===== src/rtl/elapsed_timer_pkg.sv =====
// elapsed_timer_pkg: shared types and helpers for the elapsed-time counter.
//   state_t   : controller state encoding (IDLE, RUN, HOLD, DONE)
//   pre_width : bit width needed to hold prescaler phases 0 .. DVSR-1
package elapsed_timer_pkg;

  typedef enum logic [1:0] {
    IDLE = 2'd0,
    RUN  = 2'd1,
    HOLD = 2'd2,
    DONE = 2'd3
  } state_t;

  // DVSR is at least 2, so the result is never below 1 bit.
  function automatic int pre_width(input int dvsr);
    return (dvsr <= 2) ? 1 : $clog2(dvsr);
  endfunction

endpackage


===== src/rtl/bcd_digit.sv =====
// bcd_digit: one decade of a cascaded decimal counter.
//   clk       : system clock
//   reset     : synchronous, active-high reset
//   clr       : synchronous clear to 0
//   inc_in    : advance this digit by one (carry from the lower decade)
//   digit     : current decimal value 0..9
//   carry_out : combinational; high when this digit rolls 9 -> 0
module bcd_digit (
  input  logic       clk,
  input  logic       reset,
  input  logic       clr,
  input  logic       inc_in,
  output logic [3:0] digit,
  output logic       carry_out
);

  assign carry_out = inc_in && (digit == 4'd9);

  always_ff @(posedge clk) begin
    if (reset || clr)
      digit <= 4'd0;
    else if (inc_in)
      digit <= carry_out ? 4'd0 : digit + 4'd1;
  end

endmodule


===== src/rtl/elapsed_timer.sv =====
// elapsed_timer: prescaled elapsed-time counter with run/hold/resume,
// lap capture, programmable timeout and saturate-or-wrap overflow.
//
// Optional build macro: ELAPSED_TIMER_BCD_EN adds a decimal mirror of the
// count on port bcd (4*BCD_DIGITS bits).
//
// Ports:
//   clk       : system clock
//   reset     : synchronous, active-high reset
//   clr       : synchronous clear to IDLE (count, prescaler, ovf, lap_count)
//   start     : level; start or resume counting
//   stop      : level; pause counting (wins over start)
//   lap       : capture count into lap_count
//   limit     : timeout value, 0 disables timeout
//   count     : elapsed ticks
//   lap_count : last captured count
//   running   : high while state is RUN
//   tick      : one-cycle base tick, RUN only
//   timeout   : one-cycle pulse when count first shows limit
//   ovf       : sticky overflow flag
//   bcd       : decimal count (only with ELAPSED_TIMER_BCD_EN)
module elapsed_timer
  import elapsed_timer_pkg::*;
#(
  parameter int DVSR       = 100000,
  parameter int CNT_W      = 14,
  parameter int WRAP       = 0,
  parameter int BCD_DIGITS = 4
) (
  input  logic             clk,
  input  logic             reset,
  input  logic             clr,
  input  logic             start,
  input  logic             stop,
  input  logic             lap,
  input  logic [CNT_W-1:0] limit,
  output logic [CNT_W-1:0] count,
  output logic [CNT_W-1:0] lap_count,
  output logic             running,
  output logic             tick,
  output logic             timeout,
`ifdef ELAPSED_TIMER_BCD_EN
  output logic [4*BCD_DIGITS-1:0] bcd,
`endif
  output logic             ovf
);

  localparam int               PRE_W    = pre_width(DVSR);
  localparam logic [PRE_W-1:0] PRE_LAST = PRE_W'(DVSR - 1);
  localparam logic [CNT_W-1:0] CNT_MAX  = '1;

  state_t           state;
  logic [PRE_W-1:0] pre;
  logic [CNT_W-1:0] count_next;
  logic             at_max;
  logic             moved;
  logic             hit;

  assign tick   = (state == RUN) && (pre == PRE_LAST);
  assign at_max = (count == CNT_MAX);

  // Value the count takes if this cycle's tick lands.
  always_comb begin
    count_next = count;
    if (tick) begin
      if (!at_max)
        count_next = count + 1'b1;
      else if (WRAP != 0)
        count_next = '0;
    end
  end

  // A saturated count that merely holds has not "reached" anything, so it
  // must not raise timeout again.
  assign moved = tick && !(at_max && (WRAP == 0));
  assign hit   = moved && (limit != '0) && (count_next == limit);

  always_ff @(posedge clk) begin
    if (reset) begin
      state     <= IDLE;
      running   <= 1'b0;
      pre       <= '0;
      count     <= '0;
      lap_count <= '0;
      timeout   <= 1'b0;
      ovf       <= 1'b0;
    end else if (clr) begin
      state     <= IDLE;
      running   <= 1'b0;
      pre       <= '0;
      count     <= '0;
      lap_count <= '0;
      timeout   <= 1'b0;
      ovf       <= 1'b0;
    end else begin
      timeout <= 1'b0;
      // lap samples the registered count, i.e. the pre-tick value.
      if (lap)
        lap_count <= count;

      case (state)
        IDLE, HOLD: begin
          // Prescaler phase is left untouched so a resume continues mid-tick.
          if (start && !stop) begin
            state   <= RUN;
            running <= 1'b1;
          end
        end
        RUN: begin
          pre   <= tick ? '0 : pre + 1'b1;
          count <= count_next;
          if (tick && at_max)
            ovf <= 1'b1;
          // Reaching the limit ends the run even if stop arrives together.
          if (hit) begin
            state   <= DONE;
            running <= 1'b0;
            timeout <= 1'b1;
          end else if (stop) begin
            state   <= HOLD;
            running <= 1'b0;
          end
        end
        DONE: begin
          // Frozen until clr or reset.
        end
        default: begin
          state   <= IDLE;
          running <= 1'b0;
        end
      endcase
    end
  end

`ifdef ELAPSED_TIMER_BCD_EN
  // Decimal mirror advances only on real increments: not on saturate-hold
  // and not on a binary wrap.
  logic                  advance;
  logic [BCD_DIGITS:0]   carry;

  assign advance  = tick && !at_max;
  assign carry[0] = advance;

  for (genvar d = 0; d < BCD_DIGITS; d++) begin : g_bcd
    bcd_digit u_digit (
      .clk       (clk),
      .reset     (reset),
      .clr       (clr),
      .inc_in    (carry[d]),
      .digit     (bcd[4*d +: 4]),
      .carry_out (carry[d+1])
    );
  end
`endif

endmodule


===== config.mk =====
export PLATFORM = sky130hd
export DESIGN_NAME = elapsed_timer
export DESIGN_NICKNAME = d
export VERILOG_FILES = /design/src/rtl/elapsed_timer_pkg.sv /design/src/rtl/bcd_digit.sv /design/src/rtl/elapsed_timer.sv
export SDC_FILE = /design/constraint.sdc
export NUM_CORES = 1
export LEC_CHECK = 0
export ABC_AREA = 0
export BUFFER_PORTS_ARGS = -buffer_cell sky130_fd_sc_hd__buf_2
export CORE_MARGIN = 3
export CORE_UTILIZATION = 61
export CTS_BUF_LIST = sky130_fd_sc_hd__clkbuf_2 sky130_fd_sc_hd__clkbuf_4 sky130_fd_sc_hd__clkbuf_8
export DETAILED_ROUTE_END_ITERATION = 10
export PLACE_DENSITY = 0.88
export SLEW_MARGIN = 10
export SYNTH_ARGS = -nofsm -noshare
export SYNTH_HDL_FRONTEND = slang
export SYNTH_SLANG_ARGS = --single-unit

===== constraint.sdc =====
create_clock -name clk -period 7.9 [get_ports clk]
set_input_delay 0.79 -clock clk [delete_from_list [all_inputs] [get_ports clk]]
set_output_delay 0.79 -clock clk [all_outputs]
set_load 0.05 [all_outputs]

==> results.cfg <==
[routing]
avgRoutedWirePerCell_um = 15.5
drt_iter0_drc = 148
drt-vias-per-instance = 5.97
via_count = 2413
drc_errors = 0
first_pass_iters = 6
routed_wl_um = 6270
ant_nets = 0

[min_path]
hold_class = flop to flop

[power]
ir_worst_vdd_uv = 98.0
netSwitchingPower_w = 0.0000979
power_density_mw_per_mm2 = 146
p_int_w = 0.000337
p_leak_nw = 1.20
p_seq_frac = 0.580
power.total_w = 0.000435
pwr-share-clk = 0.358
combPwrFrac = 0.061
switching_share = 0.225

[critical_path]
crit_slowest_cell = or4b_4
crit_fanout = 5
cp.required_ns = 8.11
critical_path_class = flop to flop
critPathTopFamily = simple AND/OR/NAND/NOR gates
cp-start-kind = flop
path_cells = or4b_4 -> nor4_1 -> nand2_1 -> nor3_1 -> o32ai_1 -> a2111oi_1 -> nand4_1 -> a31o_1
critical_path.endpoint_type = flop
crit_buf_inv = 0
crit_path_max_incr_delay_ns = 0.56
worstPathArrival_ns = 3.44

[logic_synthesis]
synth_cell_types = 45
synth_warnings = 0
synthTopCellsByArea = dfxtp_1 38%, nor2_1 7.3%, mux2i_1 6.5%
syn_area_sq_mm = 0.00263
synth_cells = 311
synth.net_count = 333
synth_flop_cell = dfxtp_1
avgSynthCellArea_sq_um = 8.44
synth_top_area_frac = 0.381
synth-edff-count = 0
synth.largest_area_cell = dfxtp_1
ys_seq_area_frac = 0.381
yosys_register_bits = 50
ys_async_sr_fraction = 0

[place]
numPlacedInstances = 396
place_congestion = 0.956
place_area_sq_mm = 0.00288
dp_hpwl_um = 4540
portBuffers = 51

[die]
die_area_sq_mm = 0.00513
rows = 23
ios = 52
core_sq_mm = 0.00409
die_w_um = 71.6
chipHeight_um = 71.6
start_util = 0.643

[cells_and_area]
antenna_cells = 0
fin_cells = 404
nNetsFinal = 375
area_delta_synth_final_pct = 13.4
layout-drive-gt1-share = 0.189
final_cell_area_sq_mm = 0.00298

[timing]
period_share = 0.409
tightest_slew_ns = 0.877
setup_viol = 0
fin_worst_skew_ns = 0.00786
max_freq_ghz = 0.309
hold_viol = 0
maxSlewHeadroom = 0.410
fin_setup_tns_ns = 0
period_needed_ns = 3.23
rsz0062_at_grt = no
slew_violations = 0

[grt]
grt_pass1_wl_um = 10500
use_met2 = 0.421
grt_antenna_before_repair = 0
grt_usage = 0.254
use_met1 = 0.326
overflow = 0
grt_max_degree = 34
busiest_layer = met2
grt_pass1_vias = 2328
grt_use_met3 = 0.0463

[clock_tree]
ctsRootBufferMaster = clkbuf_8
htreeDepth = 2
tritoncts = yes
cts_hold_buf = 0
numCtsBuffers = 5
clock_path_buffers = 2
insertion_delay_ns = 0.30
clock-sinks = 50
path_clk_slew_ns = 0.09
post_cts_buffers = 0
cts_resized = 0

[run]
maxCapViolations = 0

[status]
status = completed
## power by group through the flow
stage | logic [W] | clock network (W) | registers, W
after floorplan | 0.0000155 | 0 | 0.000259
after global placement | 0.0000256 | 0 | 0.000258
after detailed placement | 0.0000263 | 0 | 0.000259
after CTS | 0.0000265 | 0.000157 | 0.000253
after global routing | 0.0000291 | 0.000165 | 0.000253
final | 0.0000267 | 0.000156 | 0.000253
## cell type report
type | count | area [sq um]
Timing Repair Buffer | 51 | 255
Clock buffer | 7 | 90.1
Multi-Input combinational cell | 239 | 1540
Sequential cell | 50 | 1000
Tap cell | 50 | 62.6
Clock inverter | 1 | 5.00
Fill cell | 329 | 1110
Inverter | 6 | 22.5
## synth_stat cells, types with 4 or more instances
library cell,n
a21oi_1,8
a31oi_1,4
and2_1,5
and3_1,7
clkbuf_1,14
dfxtp_1,50
inv_1,6
mux2i_1,17
nand2_1,22
nand3_1,11
nand4_1,13
nor2_1,51
nor2b_1,4
nor3_1,6
nor4_1,10
o21ai_0,8
or3_1,4
xnor2_1,18
xor2_1,18
## tightest hold or removal path: cells and delay by family (launching register included)
family / cells / cell delay (ns)
AO/OA/AOI/OAI: 1 / 0.04
AND/OR/NAND/NOR: 1 / 0.07
flip-flops: 1 / 0.34
## worst paths after layout
| check | endpoint | depth (start not counted) | from | slack (ns) |
|---|---|---|---|---|
| min reg2reg | ovf | 2 | ovf | 0.48 |
| max reg2reg | running | 8 | pre[5] | 4.67 |
| min | ovf | 2 | ovf | 0.48 |
| max | running | 8 | pre[5] | 4.67 |
## layer usage
layer,vias to the layer above,wire [um]
met3,12,426
li1,1170,-
met5,-,0
met2,97,2950
met1,1134,2830
met4,0,67
## sequential cells by signal, indices dropped and copies added (netlist names)
signal,flops
ovf,1
state,2
timeout,1
lap_count,14
count,14
running,1
pre,17
## layout by cell type (no fill, tap or decap), drive strengths merged, types with 2 or more instances in the layout
master	n
nor2	51
buf	51
dfxtp	50
nand2	22
xor2	18
xnor2	18
mux2i	17
nand4	13
nand3	11
nor4	11
a21oi	8
o21ai	8
and3	8
nor3	7
clkbuf	7
inv	6
and2	5
a31oi	4
nor2b	4
or3	4
or2	3
and4	3
nand3b	2
nor3b	2
a211oi	2
a221oi	2
ha	2
or4b	2
## stage by stage
step	worst slack, ns	hold slack (ns)	util
after CTS	4.71	0.480	0.729
after floorplan	4.85	0.445	-
after global routing	4.46	0.523	0.729
after detailed placement	4.73	0.459	0.705
after global placement	4.84	0.462	0.705
final	4.67	0.478	0.729
## logic make-up (layout without fill, tap and decap cells)
group	count (synthesis)	count (layout)	synth area share
adder cells (fa/ha/maj)	2	2	0.00953
XOR/XNOR	37	37	0.129
multiplexers	17	17	0.0648
AND/OR/NAND/NOR	150	150	0.302
AO/OA/AOI/OAI	33	33	0.0815
flip-flops	50	50	0.381
buffers and inverters	22	65	0.0319
Note: power is estimated with default switching activity, not from simulation.
